--- src/rtl/sample_counter_if.sv ---
// Bus bundle for sample_counter: control inputs and count/status outputs.
// Macro: none.
//   master : drives enable, load, load_val, dir; observes count, tc, wrap
//   slave  : the counter side of the same signals
interface sample_counter_if #(
  parameter int unsigned WIDTH = 4
) ();
  logic             enable;
  logic             load;
  logic [WIDTH-1:0] load_val;
  logic             dir;
  logic [WIDTH-1:0] count;
  logic             tc;
  logic             wrap;

  modport master (
    output enable, load, load_val, dir,
    input  count, tc, wrap
  );

  modport slave (
    input  enable, load, load_val, dir,
    output count, tc, wrap
  );
endinterface

--- src/rtl/sample_counter.sv ---
// Up/down counter with programmable terminal value. It provides the sample ROM
// sequencer address index.
// Ports:
//   clk    : rising-edge clock
//   Reset  : synchronous, active-high; clears count and wrap
//   bus    : sample_counter_if.slave
//            enable/load/load_val/dir in; count (registered), tc (combinational),
//            wrap (registered one-cycle pulse) out
// Update priority per edge: Reset > load > enable > hold.
// Optional macro SAMPLE_COUNTER_SAT_EN: saturate at MAX/0 instead of wrapping;
// wrap is then never asserted.
module sample_counter #(
  parameter int unsigned WIDTH = 4,
  parameter int unsigned MAX   = 2**WIDTH - 1
) (
  input logic               clk,
  input logic               Reset,
  sample_counter_if.slave   bus
);

  localparam logic [WIDTH-1:0] MaxVal = WIDTH'(MAX);
  localparam logic [WIDTH-1:0] One    = WIDTH'(1);

  logic [WIDTH-1:0] count_q, count_d;
  logic             wrap_q, wrap_d;

  always_comb begin
    count_d = count_q;
    wrap_d  = 1'b0;
    if (bus.load) begin
      count_d = (bus.load_val > MaxVal) ? MaxVal : bus.load_val;
    end else if (bus.enable) begin
      if (bus.dir) begin
        // ">=" also recovers an out-of-range count as if it were at terminal.
        if (count_q >= MaxVal) begin
`ifdef SAMPLE_COUNTER_SAT_EN
          count_d = MaxVal;
`else
          count_d = '0;
          wrap_d  = 1'b1;
`endif
        end else begin
          count_d = count_q + One;
        end
      end else begin
        if (count_q == '0) begin
`ifdef SAMPLE_COUNTER_SAT_EN
          count_d = '0;
`else
          count_d = MaxVal;
          wrap_d  = 1'b1;
`endif
        end else begin
          count_d = count_q - One;
        end
      end
    end
  end

  always_ff @(posedge clk) begin
    if (Reset) begin
      count_q <= '0;
      wrap_q  <= 1'b0;
    end else begin
      count_q <= count_d;
      wrap_q  <= wrap_d;
    end
  end

  assign bus.count = count_q;
  assign bus.wrap  = wrap_q;
  assign bus.tc    = bus.dir ? (count_q == MaxVal) : (count_q == '0);

endmodule

--- src/flat_wrapper.sv ---
// flat-port wrapper written by rule: the top's interface ports become plain ports
module sample_counter_flat 
#(
  parameter int unsigned WIDTH = 4,
  parameter int unsigned MAX   = 2**WIDTH - 1
)
  (clk, Reset, bus_enable, bus_load, bus_load_val, bus_dir, bus_count, bus_tc, bus_wrap);
  sample_counter_if #(.WIDTH(WIDTH)) bus_i ();
  input logic clk;
  input logic Reset;
  input wire logic [$bits(bus_i.enable)-1:0] bus_enable;
  input wire logic [$bits(bus_i.load)-1:0] bus_load;
  input wire logic [$bits(bus_i.load_val)-1:0] bus_load_val;
  input wire logic [$bits(bus_i.dir)-1:0] bus_dir;
  output wire logic [$bits(bus_i.count)-1:0] bus_count;
  output wire logic [$bits(bus_i.tc)-1:0] bus_tc;
  output wire logic [$bits(bus_i.wrap)-1:0] bus_wrap;
  assign bus_i.enable = bus_enable;
  assign bus_i.load = bus_load;
  assign bus_i.load_val = bus_load_val;
  assign bus_i.dir = bus_dir;
  assign bus_count = bus_i.count;
  assign bus_tc = bus_i.tc;
  assign bus_wrap = bus_i.wrap;
  sample_counter #(.WIDTH(WIDTH), .MAX(MAX)) u_core (.clk(clk), .Reset(Reset), .bus(bus_i));
endmodule
--- config.mk ---
export PLATFORM = sky130hd
export DESIGN_NAME = sample_counter_flat
export DESIGN_NICKNAME = d
export VERILOG_FILES = /design/src/rtl/sample_counter_if.sv /design/src/rtl/sample_counter.sv /design/src/flat_wrapper.sv
export SDC_FILE = /design/constraint.sdc
export NUM_CORES = 1
export LEC_CHECK = 0
export BUFFER_PORTS_ARGS = -buffer_cell sky130_fd_sc_hd__buf_4
export CORE_AREA = 2 2 39 41
export DETAILED_ROUTE_END_ITERATION = 8
export DIE_AREA = 0 0 41 43
export GPL_ROUTABILITY_DRIVEN = 0
export GPL_TIMING_DRIVEN = 1
export PLACE_DENSITY = 0.48
export RECOVER_POWER = 50
export SKIP_CTS_REPAIR_TIMING = 1
export SLEW_MARGIN = 10
export SYNTH_ARGS = -nofsm -noshare
export SYNTH_HDL_FRONTEND = slang
export SYNTH_SLANG_ARGS = --single-unit
--- constraint.sdc ---
create_clock -name clk -period 2.56 [get_ports clk]
set_input_delay 0.128 -clock clk [delete_from_list [all_inputs] [get_ports clk]]
set_output_delay 0.128 -clock clk [all_outputs]
set_load 0.005 [all_outputs]
==> impl_metrics.yaml <==
pwr:
  irDropWorstVdd_mv: 0.339
  clock_power_share_pct: 37.4
  cell_internal_power_dissipation_w: 0.000179
  power_leakage_nw: 0.224
  power_frac_comb_pct: 25.2
  total_switching_power_w: 0.0000688
  swShare_pct: 27.8
  power_per_cell_area_nw_per_um2: 498
  power_frac_seq_pct: 37.3
clock_tree:
  clock_tree_from_tritoncts: "built"
  clockRootBuffer: "clkbuf_4"
  clock_insertion_delay_at_the_later_pin_of_the_skew_report_ns: 0.24
  clk_path_buf_depth: 2
  tritoncts.num_buffers: 3
  numClockSinks: 5
  cts.reportedPaths.clkPinSlew_ns: 0.04
  count_of_h_tree_levels_built_during_cts: 1
timing:
  rsz0062_at_grt: "false"
  number_of_pins_with_negative_max_slew_slack_in_the_final_report: 0
  slew_at_the_pin_with_the_worst_max_slew_slack_ns: 0.288
  post-route-period-util_pct: 58.6
  final.min_clock_period_ns: 1.50
  setup_tns_ns: 0
  max_slew_margin_pct: 80.7
  setup_viol_count_final: 0
  timing.fmax_ghz: 0.667
  finalClockSkew_ns: 0.00509
  hold_violations: 0
finish:
  post_layout_nonfiller_instances: 76
  drive_above_1_share_pct: 31.7
  mostFrequentLayoutCells: "buf_4, clkbuf_4, a21oi_1, dfxtp_1, inv_1"
  fin_nets: 72
  flow.area_growth_from_synthesis_pct: 42.3
  fill_cells: 149
  insertedDiodeCount: 0
  mostFrequentLayoutCell: "buf_4"
routing:
  avgViaCountPerCell: 4.61
  detail_route.wl_per_cell_um: 10.1
  number_of_detailed_route_iterations_in_the_first_pass: 3
  num_vias: 350
  drc: 0
  dr.first_iter.drc_count: 4
  postRouteWirelength_um: 766
  drt.antenna.violating_nets: 0
synth:
  synthesis.yosys.warnings: 0
  syn_area_um2: 349
  number_of_nets_in_the_synthesized_netlist: 54
  post_synth.cell_area_avg_um2: 8.12
  synth_largest_area_cell: "dfxtp_1"
  yosys.cell_types.count: 23
  yosysSeqAreaShare_pct: 28.7
  synth_cells: 43
  postSynthRegisterBits: 5
  ys_top_cells_by_area: "dfxtp_1, xnor2_1, a21oi_1, ha_1, inv_1"
  yosys.area.top_type_share_pct: 28.7
die:
  die_w_um: 41
  io_pins: 15
  start_util_pct: 25.2
  floorplan.die.height_um: 43
  rows: 14
  die_area_um2: 1760
  floorplan.core_area_um2: 1380
setup_path:
  timing.setup.critical_path_class: "register to output pin"
  critPathLaunchType: "register"
  crit_required_ns: 2.43
  cp_data_arrival_time_ns: 1.37
  setup.worst_path.end_class: "output pin"
  timing.critical_path.fanout_max: 7
grt:
  grt_first_pass_wirelength_um: 1210
  globalRouteTotalUtil_pct: 10.9
  grt_pass1_vias: 278
  largest_net_degree_at_the_start_of_global_routing: 10
  grt.overflow.total: 0
  number_of_antenna_violations_at_the_first_check_in_global_routing: 0
worst_hold_path:
  holdCritPathClass: "primary input to register"
placement:
  dpl.hpwl_um: 629
  placement.io_buffers: 14
  post-place-cells: 72
outcome:
  status: "finished clean"
run:
  max_cap_viols: 0
flip-flops by register name, indices dropped and copies added (netlist names):
signal and flops:
u_core.bus.count 4, u_core.bus.wrap 1
final cells by class:
| cell class | count | area, µm² | area share [%] |
|---|---|---|---|
| Clock buffer | 4 | 26.3 | 5.29 |
| Inverter | 5 | 18.8 | 3.78 |
| Tap cell | 16 | 20.0 | 4.03 |
| Timing Repair Buffer | 14 | 105 | 21.2 |
| Multi-Input combinational cell | 32 | 226 | 45.6 |
| Sequential cell | 5 | 100 | 20.2 |
routing by layer:
| metal | global-route usage, % | share of wire [%] | wire [µm] | up-vias |
|---|---|---|---|---|
| met5 | 0 | 0 | 0 | - |
| met4 | 4.00 | 0 | 0 | 0 |
| met1 | 13.2 | 46 | 354 | 150 |
| li1 | - | - | - | 186 |
| met3 | 9.42 | 10 | 78 | 0 |
| met2 | 13.8 | 43 | 333 | 14 |
critical path: stages, from the launching register on:
cell and delay, ns:
dfxtp_1 0.37, inv_2 0.08, ha_1 0.17, nand2b_1 0.07, o31ai_1 0.27, buf_4 0.17
power groups by stage:
stage,combinational [W],sequential (W),clock [W]
after CTS,0.0000636,0.0000926,0.0000958
after floorplan,0.0000356,0.0000929,0
after global placement,0.0000644,0.0000938,0
after global routing,0.0000717,0.0000933,0.000111
after detailed placement,0.0000635,0.0000941,0
final,0.0000625,0.0000924,0.0000926
final timing paths:
kind                                          from                                to  slack [ns]  cells after the start
setup reg to reg  u_core.bus.count[0]$_SDFFE_PP0P_  u_core.bus.count[3]$_SDFFE_PP0P_        1.18                      6
hold reg to reg   u_core.bus.count[2]$_SDFFE_PP0P_        u_core.bus.wrap$_SDFF_PP0_        0.68                      2
hold / removal                               Reset  u_core.bus.count[1]$_SDFFE_PP0P_        0.08                      2
setup / recovery  u_core.bus.count[0]$_SDFFE_PP0P_                            bus_tc        1.06                      5
synth_stat cells:
cell type	instances
o31ai_1	2
mux2i_1	1
nand2b_1	1
inv_2	1
a31oi_2	1
or4_1	1
inv_1	4
nand2_1	2
o21bai_1	1
a21bo_1	1
xnor2_1	3
a21boi_0	1
dfxtp_1	5
nor2_1	3
nand4_1	1
o21a_1	1
a311o_1	1
and3b_1	1
ha_1	2
a21oi_1	5
clkbuf_1	1
o21ai_0	2
nor2b_1	2
metrics by stage:
step / utilization, % / worst slack (ns) / hold WS (ns) / total power [W] / area, µm²
floorplan: - / 1.23 / 0.200 / 0.000128 / 349
global placement: 34.0 / 1.18 / 0.343 / 0.000158 / 470
detailed placement: 34.0 / 1.18 / 0.334 / 0.000158 / 470
CTS: 35.9 / 1.05 / 0.0797 / 0.000252 / 497
global route: 35.9 / 0.946 / 0.0595 / 0.000276 / 497
finish: 35.9 / 1.06 / 0.0839 / 0.000248 / 497
cell families (layout without fill, tap and decap cells):
logic type               Yosys count  in the layout  share of synthesized area [%]
flip-flops                         5              5                           28.7
multiplexers                       1              1                           2.87
buffers and inverters              6             23                           6.45
AND/OR/NAND/NOR                   11             11                           17.2
adder cells (fa/ha/maj)            2              2                           7.17
XOR/XNOR                           3              3                           7.53
AO/OA/AOI/OAI                     15             15                           30.1
Power figures use the tool's default switching activity.
